<file path="config.mk">
export PLATFORM = sky130hd
export DESIGN_NAME = video_binarize
export DESIGN_NICKNAME = d
export VERILOG_FILES = /design/src/rtl/video_binarize.sv
export SDC_FILE = /design/constraint.sdc
export NUM_CORES = 1
export LEC_CHECK = 0
export CAP_MARGIN = 20
export CORE_ASPECT_RATIO = 1.2
export CORE_MARGIN = 2
export CORE_UTILIZATION = 60
export DETAILED_ROUTE_END_ITERATION = 8
export HOLD_SLACK_MARGIN = 0.03
export PLACE_DENSITY_LB_ADDON = 0.05
export SLEW_MARGIN = 10
export SYNTH_ARGS = -nofsm -noshare
export SYNTH_HDL_FRONTEND = slang
export SYNTH_SLANG_ARGS = --single-unit
</file>
<file path="constraint.sdc">
create_clock -name pix_clk -period 17 [get_ports pix_clk]
set_clock_uncertainty 0.15 [all_clocks]
set_input_delay 3.4 -clock pix_clk [delete_from_list [all_inputs] [get_ports pix_clk]]
set_output_delay 3.4 -clock pix_clk [all_outputs]
set_load 0.01 [all_outputs]
</file>
<file path="src/rtl/video_binarize.sv">
// video_binarize
//   RGB888 pixel stream -> 8-bit luma -> black/white pixel, three register
//   stages, no stalls. The threshold is either a fixed value or the rounded
//   mean luma of the previous complete frame.
//
// Ports
//   pix_clk      pixel clock, the only clock
//   rstn         synchronous active-low reset
//   vs_in/hs_in/de_in, pixel_in   incoming timing and RGB888 (R[23:16] G[15:8] B[7:0])
//   thresh_mode  0 = fixed thresh_in, 1 = adaptive (mean of previous frame)
//   thresh_in    fixed threshold, taken at frame boundaries
//   bypass       1 = pass delayed RGB through unchanged
//   vs_out/hs_out/de_out, pixel_data   inputs delayed by 3 cycles / result pixel
//   thresh_out   threshold currently in use
module video_binarize #(
  parameter int          H_ACT          = 1920,
  parameter int          V_ACT          = 1080,
  parameter logic [31:0] RECIP          = 32'd2071,
  parameter logic [7:0]  DEFAULT_THRESH = 8'd128
) (
  input  logic        pix_clk,
  input  logic        rstn,
  input  logic        vs_in,
  input  logic        hs_in,
  input  logic        de_in,
  input  logic [23:0] pixel_in,
  input  logic        thresh_mode,
  input  logic [7:0]  thresh_in,
  input  logic        bypass,
  output logic        vs_out,
  output logic        hs_out,
  output logic        de_out,
  output logic [23:0] pixel_data,
  output logic [7:0]  thresh_out
);

  localparam logic [21:0] FRAME_PIX = 22'(H_ACT * V_ACT);

  // pipeline
  logic [15:0] sum1;
  logic [23:0] rgb1;
  logic        vs1, hs1, de1;
  logic [7:0]  gray2;
  logic [23:0] rgb2;
  logic        vs2, hs2, de2;

  // frame statistics
  logic        vs_prev;
  logic        edge_d1, edge_d2;
  logic [31:0] acc, acc_l;
  logic [21:0] cnt, cnt_l;
  logic [7:0]  mean_r;
  logic        frame_full;
  logic [7:0]  thr;

  logic [15:0] sum_c;
  logic [7:0]  gray_c;
  logic        frame_edge;
  logic [63:0] prod_c;
  logic [63:0] mean_wide;

  always_comb begin
    sum_c = 16'(pixel_in[23:16]) * 16'd77
          + 16'(pixel_in[15:8])  * 16'd150
          + 16'(pixel_in[7:0])   * 16'd29;
    gray_c     = 8'(sum1 >> 8);
    frame_edge = vs_in & ~vs_prev;
    // mean = round(acc_l / (H_ACT*V_ACT)) via fixed-point reciprocal
    prod_c     = 64'(acc_l) * 64'(RECIP);
    mean_wide  = (prod_c + 64'h0000_0000_8000_0000) >> 32;
  end

  always_ff @(posedge pix_clk) begin
    if (!rstn) begin
      sum1       <= '0;
      rgb1       <= '0;
      vs1        <= 1'b0;
      hs1        <= 1'b0;
      de1        <= 1'b0;
      gray2      <= '0;
      rgb2       <= '0;
      vs2        <= 1'b0;
      hs2        <= 1'b0;
      de2        <= 1'b0;
      vs_out     <= 1'b0;
      hs_out     <= 1'b0;
      de_out     <= 1'b0;
      pixel_data <= '0;
    end else begin
      sum1   <= sum_c;
      rgb1   <= pixel_in;
      vs1    <= vs_in;
      hs1    <= hs_in;
      de1    <= de_in;

      gray2  <= gray_c;
      rgb2   <= rgb1;
      vs2    <= vs1;
      hs2    <= hs1;
      de2    <= de1;

      vs_out <= vs2;
      hs_out <= hs2;
      de_out <= de2;
      if (!de2)
        pixel_data <= '0;
      else if (bypass)
        pixel_data <= rgb2;
      else if (gray2 >= thr)
        pixel_data <= 24'hFF_FFFF;
      else
        pixel_data <= 24'h00_0000;
    end
  end

  // Statistics count the luma as it is produced in stage 2. At a vsync
  // rising edge the running totals are snapshotted and restarted; a pixel
  // arriving in that same cycle already belongs to the new frame.
  always_ff @(posedge pix_clk) begin
    if (!rstn) begin
      vs_prev    <= 1'b0;
      edge_d1    <= 1'b0;
      edge_d2    <= 1'b0;
      acc        <= '0;
      cnt        <= '0;
      acc_l      <= '0;
      cnt_l      <= '0;
      mean_r     <= '0;
      frame_full <= 1'b0;
      thr        <= DEFAULT_THRESH;
    end else begin
      vs_prev <= vs_in;
      edge_d1 <= frame_edge;
      edge_d2 <= edge_d1;

      if (frame_edge) begin
        acc_l <= acc;
        cnt_l <= cnt;
        acc   <= de1 ? {24'd0, gray_c} : 32'd0;
        cnt   <= de1 ? 22'd1 : 22'd0;
      end else if (de1) begin
        acc <= acc + {24'd0, gray_c};
        cnt <= cnt + 22'd1;
      end

      if (edge_d1) begin
        mean_r     <= (mean_wide > 64'd255) ? 8'hFF : mean_wide[7:0];
        frame_full <= (cnt_l == FRAME_PIX);
      end

      // Only a frame with exactly the nominal pixel count may steer the
      // adaptive threshold; partial (post-reset) or oversized frames are ignored.
      if (edge_d2) begin
        if (!thresh_mode)
          thr <= thresh_in;
        else if (frame_full)
          thr <= mean_r;
      end
    end
  end

  assign thresh_out = thr;

endmodule

</file>
# Word-level counts from Yosys, hierarchy flattened
# Index checks and enable logic that the tools add are counted.
# totals
output_inout_bits	35
elab_cells	52
input_bits	39
reg_bits	232
# classes
n_lt_le_gt_ge	2
bitwise_logic	2
reduce_logical	3
n_mux	11
n_addsub	5
n_mul	4
eq_ne	2
# op_table
op	count
32-bit two-way mux	2
24-bit two-way mux	2
44-bit by 32-bit adder with 45-bit output (second input constant)	1
32-bit by 12-bit multiplier with 44-bit output (second input constant)	1
22-bit two-way mux	2
32-bit by 8-bit adder with 32-bit output	1
8-bit two-way mux	4
8-bit by 7-bit multiplier with 15-bit output (second input constant)	2
22-bit by 1-bit adder with 22-bit output (second input constant)	1
22-bit by 21-bit == test with 1-bit output (second input constant)	1
15-bit by 16-bit adder with 16-bit output	1
16-bit by 13-bit adder with 16-bit output	1
13-bit by 8-bit > comparator with 1-bit output (second input constant)	1
8-bit by 5-bit multiplier with 13-bit output (second input constant)	1
8-bit >= comparator	1
2-bit AND reduction	2
2-bit by 1-bit inequality test with 1-bit output (second input constant)	1
2-bit nonzero test	1
1-bit AND	1
1-bit two-way mux	1
1-bit inverter	1

# Longest topological paths before layout
# depth
word_depth	4
mapped_depth	25
depth_no_buf	25

# Worst setup path before layout
# No wires, ideal clock.
# synth_timing
kind	input to register
from	input port pixel_in[12]
to	register sum1[15]
setup_ns	0.120
cell_stages	23
arrival_ns	9.178
required_ns	16.730
slack_ns	7.552
path_buffers	0
cell_sequence	ha_1 > ha_1 > inv_1 > fa_1 > fa_1 > inv_1 > ha_1 > xnor2_1 > fa_1 > fa_1 > inv_1 > fa_1 > fa_1 > inv_1 > ha_1 > o21ai_0 > a31oi_1 > o31ai_1 > a211oi_2 > o21ai_1 > and3_1 > o211a_1 > or2_1
# synth_via
elab_chain_len	3
# synth_lines
element	line_no	source
from (decl)	26	input logic [23:0] pixel_in,
8-bit by 7-bit multiplier with 15-bit output	64	+ 16'(pixel_in[15:8]) * 16'd150
15-bit by 16-bit adder with 16-bit output	64	
16-bit by 13-bit adder with 16-bit output	65	+ 16'(pixel_in[7:0]) * 16'd29;
to (signal assigned)	90	sum1 <= sum_c;
to (decl)	40	logic [15:0] sum1;
# Every way passes these cells.
# A chain may end at the register's enable or synchronous reset.

# Final worst setup path
# layout_timing
from	input port pixel_in[13]
to	register sum1[15]
# The elaborated chain is that of the path after synthesis.

==> flow_metrics.py <==
metrics = {
    "sta": {
        "drv_slew": 0,
        "final.setup.tns_ns": 0,
        "hold_viol": 0,
        "max_freq_ghz": 0.102,
        "setup_viol": 0,
        "max-slew-margin-rel_pct": 35.3,
        "period_minus_slack_ns": 9.80,
        "fin_crit_sh_pct": 57.7,
        "setup_ws_ns": 7.20,
        "worstMarginPinSlew_ns": 0.967,
        "rsz0062_at_grt": "no",
        "holdWs_ns": 0.281,
    },
    "final_layout": {
        "fin_area_um2": 17800,
        "utilization_pct": 68.0,
        "area_growth_pct": 12.0,
        "fin_nets": 2144,
        "drive_above_1_share_pct": 4.24,
        "antenna-diode-count": 0,
        "fin_cells": 2080,
    },
    "pwr": {
        "p_switching_mw": 0.675,
        "p_comb_share_pct": 42.1,
        "p_int_mw": 1.26,
        "p_per_area_nw_per_um2": 109,
        "p_leak_nw": 8.58,
        "peakVddDrop_mv": 0.127,
        "seq_power_share_pct": 29.5,
        "p_clk_share_pct": 28.4,
        "total_power_mw": 1.93,
        "p_sw_share_pct": 34.9,
    },
    "grt": {
        "grt_pass1_vias": 11400,
        "grtUsageTotal_pct": 23.4,
        "grt_max_degree": 72,
        "antenna_found_initial": 0,
        "gr-total-overflow": 0,
        "grt_pass1_wl_mm": 54.1,
    },
    "yosys": {
        "ys_ff_latch": 224,
        "synth-edff-count": 0,
        "synthDominantCellAreaShare_pct": 28.2,
        "synthTopCellsByCount": "309 x inv_1, 236 x ha_1, 224 x dfxtp_1, 140 x fa_1, 103 x nor2_1",
        "syn_area_per_cell_um2": 9.53,
        "synth-main-ff-cell": "dfxtp_1",
        "synth_area_leaders": "dfxtp_1 28%, ha_1 19%, fa_1 18%",
        "async_reset_ff_share_pct": 0,
        "yosysTopAreaCell": "dfxtp_1",
        "syn_inst": 1668,
        "synth_cell_types": 64,
        "yosys_warnings": 0,
        "seq_area_frac_synth_pct": 28.2,
        "syn_area_um2": 15900,
        "syn_nets": 2083,
        "yosysMostFrequentCell": "inv_1",
    },
    "flow_run": {
        "drv_cap": 0,
    },
    "critical_path": {
        "worst-path-max-fanout": 5,
        "worstSetupStartpointType": "input pin",
        "timing.rr.start": "acc_l[23]",
        "worstSetupEndpointType": "flip-flop",
        "rr_worst_depth": 19,
        "r2r_slack_ns": 11.40,
        "crit_type": "in -> reg",
        "required_ns": 17.26,
        "critPathArrivalTime_ns": 10.06,
        "regToRegEndpoint": "mean_r[4]",
    },
    "cts": {
        "cts_setup_buffers": 0,
        "ctsHoldBuffers": 0,
        "path_clk_slew_ns": 0.06,
        "cts_resized": 0,
        "cts_tree": "yes",
        "cts_buffers": 24,
        "clock_path_buffers": 3,
        "clk-insertion-delay-late_ns": 0.52,
        "clock-sinks": 224,
        "htree_levels": 1,
        "cts_root_buffer": "clkbuf_16",
    },
    "floorplanning": {
        "initial_core_util_pct": 60.7,
        "core_area_um2": 26200,
        "boundaryPins": 74,
        "core.rowCount": 65,
        "die_x_um": 153,
        "die_area_um2": 27800,
        "fp.dieH_um": 182,
    },
    "place": {
        "dp_hpwl_mm": 25.2,
        "portBuffers": 73,
        "place.gp.congestion": 0.873,
        "place_inst": 2036,
        "place_worst_setup_slack_ns": 6.61,
        "dpl_cell_area_um2": 16900,
    },
    "route": {
        "vias_per_cell": 5.35,
        "routed_wl_mm": 31.8,
        "drt-initial-drc-count": 496,
        "antenna_left": 0,
        "drc": 0,
        "vias": 11100,
        "first_pass_iters": 5,
        "wl_per_cell_um": 15.3,
    },
    "hold_path": {
        "hold_path_class": "reg -> reg",
        "min_to": "rgb2[11]",
        "min_from": "rgb1[11]",
        "hold_depth": 1,
    },
    "status": {
        "status": "completed",
    },
}
power by group through the flow:
| stage | registers [mW] | clock network (mW) | logic [mW] |
|---|---|---|---|
| 2_1_floorplan | 0.576 | 0 | 0.646 |
| 3_3_place_gp | 0.582 | 0 | 0.784 |
| 3_5_place_dp | 0.582 | 0 | 0.816 |
| 4_1_cts | 0.570 | 0.558 | 0.822 |
| 5_1_grt | 0.573 | 0.577 | 0.942 |
| 6_report | 0.571 | 0.549 | 0.814 |
critical path, cell delays in order:
cell and delay (ns):
clkdlybuf4s50_1 0.62, ha_1 0.29, ha_1 0.28, ha_1 0.27, inv_1 0.05, fa_1 0.50
inv_1 0.04, ha_1 0.31, a21oi_1 0.21, xnor2_1 0.16, fa_1 0.46, fa_1 0.51
inv_1 0.05, fa_1 0.47, fa_1 0.54, inv_1 0.04, ha_1 0.28, o21ai_0 0.08
a31oi_1 0.29, o31ai_1 0.17, a211oi_2 0.27, o21ai_1 0.13, and3_1 0.21, o211a_1 0.19
or2_1 0.22
worst max path at each step:
| stage | from | to | slack (ns) | cells past startpoint |
|---|---|---|---|---|
| 5_1_grt | pixel_in[12] | sum1[15] | 6.90 | 24 |
| 6_report | pixel_in[13] | sum1[15] | 7.20 | 25 |
| 3_3_place_gp | pixel_in[12] | sum1[15] | 6.73 | 24 |
| 2_1_floorplan | pixel_in[12] | sum1[15] | 7.55 | 23 |
| 4_1_cts | pixel_in[12] | sum1[15] | 7.18 | 24 |
| 3_5_place_dp | pixel_in[12] | sum1[15] | 6.61 | 24 |
cell families after synthesis:
family | Yosys count | synth area share (%)
fa+ha+maj | 376 | 36.2
flops | 224 | 28.2
mux | 10 | 0.630
compound gates | 233 | 10.2
simple gates | 402 | 12.5
buf+inv | 359 | 8.58
xor+xnor | 64 | 3.57
area by class of cell:
type | count | area [um2]
clock buffer | 29 | 639
timing repair buffer | 84 | 841
sequential | 224 | 4480
tap | 335 | 419
inverter | 310 | 1160
clock inverter | 13 | 196
multi-input combinational | 1085 | 10100
fill | 2094 | 8390
layout by cell type (no fill, tap or decap), types with 3 or more instances in the layout:
cell type | Yosys | layout
inv_1 | 309 | 309
ha_1 | 236 | 236
dfxtp_1 | 224 | 224
fa_1 | 140 | 140
nor2_1 | 103 | 102
nand2_1 | 81 | 80
clkdlybuf4s50_1 | 0 | 72
and2_1 | 62 | 62
o21ai_0 | 47 | 47
a21oi_1 | 46 | 46
nor3_1 | 46 | 46
a22o_1 | 34 | 34
xnor2_1 | 33 | 33
nor2b_1 | 31 | 30
xor2_1 | 30 | 30
nand3_1 | 25 | 25
clkbuf_16 | 0 | 24
nand4_1 | 18 | 18
a211oi_1 | 18 | 18
a21o_1 | 15 | 15
mux2i_1 | 10 | 10
and3_1 | 9 | 9
o21a_1 | 8 | 8
buf_4 | 0 | 8
o21ai_1 | 7 | 7
o211ai_1 | 7 | 7
a31oi_1 | 7 | 7
o221a_2 | 7 | 7
a22oi_1 | 7 | 7
nor4_1 | 6 | 6
nand2b_1 | 4 | 4
or2_2 | 4 | 4
o31ai_1 | 4 | 4
bufinv_16 | 0 | 4
a21boi_0 | 3 | 3
o2111ai_1 | 3 | 3
clkbuf_1 | 44 | 3
clkinv_2 | 0 | 3
layer usage:
metal,global-route usage (%),share of wire [%]
met4,5.56,1.7
met5,0,0
met1,29.6,45
met2,42.7,51
met3,2.73,2.9
flip-flops by register name, summed over array words and instances (netlist names):
signal	cells
acc	32
acc_l	32
pixel_data	24
rgb1	24
rgb2	24
cnt	22
cnt_l	22
gray2	8
mean_r	8
sum1	8
thresh_out	8
de1	1
de2	1
de_out	1
edge_d1	1
edge_d2	1
frame_full	1
hs1	1
hs2	1
hs_out	1
vs2	1
vs_out	1
vs_prev	1
Power figures use the tool's default switching activity.
==> edit (same flow settings) <==
Reset style: asynchronous (`rstn`), changed in 2 clocked blocks. Comments in the files are not updated.
--- a/src/rtl/video_binarize.sv
+++ b/src/rtl/video_binarize.sv
@@ -70,7 +70,7 @@
     mean_wide  = (prod_c + 64'h0000_0000_8000_0000) >> 32;
   end
 
-  always_ff @(posedge pix_clk) begin
+  always_ff @(posedge pix_clk or negedge rstn) begin
     if (!rstn) begin
       sum1       <= '0;
       rgb1       <= '0;
@@ -116,7 +116,7 @@
   // Statistics count the luma as it is produced in stage 2. At a vsync
   // rising edge the running totals are snapshotted and restarted; a pixel
   // arriving in that same cycle already belongs to the new frame.
-  always_ff @(posedge pix_clk) begin
+  always_ff @(posedge pix_clk or negedge rstn) begin
     if (!rstn) begin
       vs_prev    <= 1'b0;
       edge_d1    <= 1'b0;
Formal check against the unedited RTL: differs if rstn is asserted again (counterexample within 4 cycles, from zero or initial values and one cycle with rstn low); with rstn held inactive, the same outputs for 4 cycles.
==> edit against the original RTL <==
- final area rose by 1.7%
- worst setup slack got worse by 0.11 ns
- sequential cell count did not move
- non-clock buffer count fell by 4
- clock power fell by 6.9%
- first-iteration DRC count rose by 3.2%
- synthesized area rose by 2.4%
- power rose by 32%
- die area rose by 2.3%
- routed wire length rose by 0.72%
- critical path type unchanged
==> edit: results (changes against the original RTL) <==
Clock tree
The clock transition at the registers of the reported paths is 0.07 ns. The root buffer selected by CTS is sky130_fd_sc_hd__clkbuf_16. The number of buffers inserted during clock tree synthesis is 23 (-4.2%). The later-pin clock latency in the skew report is 0.52 ns (about the same). The clock sink count is 224 (unchanged). The number of gates resized after CTS was 0 (unchanged).

The level count of the clock H-tree is 1 (unchanged). The maximum buffer depth of the clock tree is 3 (unchanged). The number of buffers added for setup after CTS is 0 (unchanged).

Setup path
The arrival time of data at the critical path endpoint is 10.20 ns (+0.14 ns). Among cell families on the critical path, the largest total delay comes from adder cells. The peak fanout along the critical path is 5 (unchanged).

The maximum single-stage delay on the critical path is 0.54 ns (-0.08 ns). The master of the slowest instance on the critical path is sky130_fd_sc_hd__fa_1.

Detailed routing
The average routed wire per standard cell was 15.9 um (+4.1%). The detailed router's first-iteration violation count came to 512 (+3.2%). The mean number of vias per cell is 5.33 (-0.28%). The detailed-router iteration count before antenna repair came to 4 (-1). The total via count after detailed routing is 10,728 (-3.5%).

Synth
By area the synthesized netlist is led by sky130_fd_sc_hd__dfrtp_1 (34%), sky130_fd_sc_hd__ha_1 (18%), sky130_fd_sc_hd__fa_1 (17%). The Yosys warning count was 0 (unchanged). The proportion of synthesized flip-flops having asynchronous set or reset is 1.00 (+1.00). Counting instances in the post-synthesis netlist gives the leading cell types as sky130_fd_sc_hd__inv_1 (301), sky130_fd_sc_hd__ha_1 (236), sky130_fd_sc_hd__dfrtp_1 (223), sky130_fd_sc_hd__nand2_1 (178), sky130_fd_sc_hd__fa_1 (140). The most used flip-flop cell after synthesis is sky130_fd_sc_hd__dfrtp_1. The distinct cell type count after synthesis is 67 (+4.7%). The average instance area after synthesis is 10.2 sq um (+7.4%). The part of the Yosys area used for sequential elements is 0.345 (+0.0625).

Power and ir drop
The share of total power in combinational logic was 0.528 (+0.107). The switching power of the nets was 1.02 mW (+51%). The internal power is 1.53 mW (+21%). The worst-case vdd ir drop is 0.133 mV (+5.1%). The leakage power of the design is 9.47 nW (+10%). The power dissipated in the clock network was 511 uW (-6.9%).

Placement
The port buffer count is 73 (unchanged). The HPWL reported at the end of detailed placement is 25,400 um (+0.50%). The placed instance area came to 17,300 sq um (+2.3%).

The worst-case setup slack after placement is 6.57 ns (-0.0365 ns). The placer congestion estimate is 0.899 (+2.9%). The number of cells after detailed placement is 1,973 (-3.1%).

GRT
The aggregate global-route resource usage is 0.242 (+0.00868). The number of antenna violations at the first check in global routing is 0 (unchanged). The largest net degree at the start of global routing is 96 (+33%). The wire length of the first global-routing pass came to 55,100 um (+2.0%).

Cells and area
The number of diodes is 0 (unchanged). The proportion of layout cells with a drive suffix above 1 is 0.0472 (+0.00484). The post-synthesis to final-layout area growth is 11.3%. The number of nets at the end of the flow is 2,073 (-3.3%).

The count of filler cells inserted in the layout came to 2,135 (+2.0%).

Outcome
The run finished with clean final reports.

Worst hold path
The worst hold path class is reg -> reg.

Timing
The tightest slew margin relative to the limit is 0.370 (+0.0163).
==> edit: metal layers <==
metal	vias to the layer above	global-route usage	routed length, um	share of wire
li1	5239	-	-	-
met1	5306	0.301	13500	0.42
met2	122	0.443	16700	0.52
met3	61	0.0207	641	0.020
met4	0	0.0907	1210	0.038
met5	-	0	0	0
==> edit: worst paths after layout <==
kind	startpoint	end	slack [ns]	cells past startpoint
worst min-delay path	rgb1[18]$_DFF_PN0_	rgb2[18]$_DFF_PN0_	0.19	0
worst max-delay path	pixel_in[12]	sum1[15]$_DFF_PN0_	7.09	25
max in group asynchronous	rstn	acc_l[5]$_DFFE_PN0P_	11.87	3
worst min register to register	rgb1[18]$_DFF_PN0_	rgb2[18]$_DFF_PN0_	0.19	0
min in group asynchronous	rstn	acc_l[26]$_DFFE_PN0P_	2.77	1
worst max register to register	acc_l[28]$_DFFE_PN0P_	mean_r[5]$_DFFE_PN0P_	11.48	19
==> edit: worst register-to-register path, delay by kind of cell, from the launching register on <==
kind,cells,cell delay (ns)
compound gates,8,1.89
flops,1,0.45
fa+ha+maj,6,2.47
buf+inv,4,0.33
simple gates,1,0.11
==> edit: cell families (layout without fill, tap and decap cells) <==
kind of cell               Yosys count  after routing  share of synthesized area
AOI/OAI and AO/OA                  212            212                     0.0869
xor gates and xnor gates            69             69                     0.0372
adders and majority gates          376            376                      0.354
buffers and inverters              338            420                     0.0785
DFF                                224            224                      0.345
muxes                                1              1                   0.000615
and+or+nand+nor                    370            370                     0.0983
==> edit: final cells by class <==
cell class / count / area share
flip-flops and latches: 224 / 0.310
repair buffers: 80 / 0.0435
inverters: 301 / 0.0625
clock inverters: 10 / 0.00816
clock buffers: 29 / 0.0341
multi-input cells: 1028 / 0.518
well taps: 340 / 0.0235
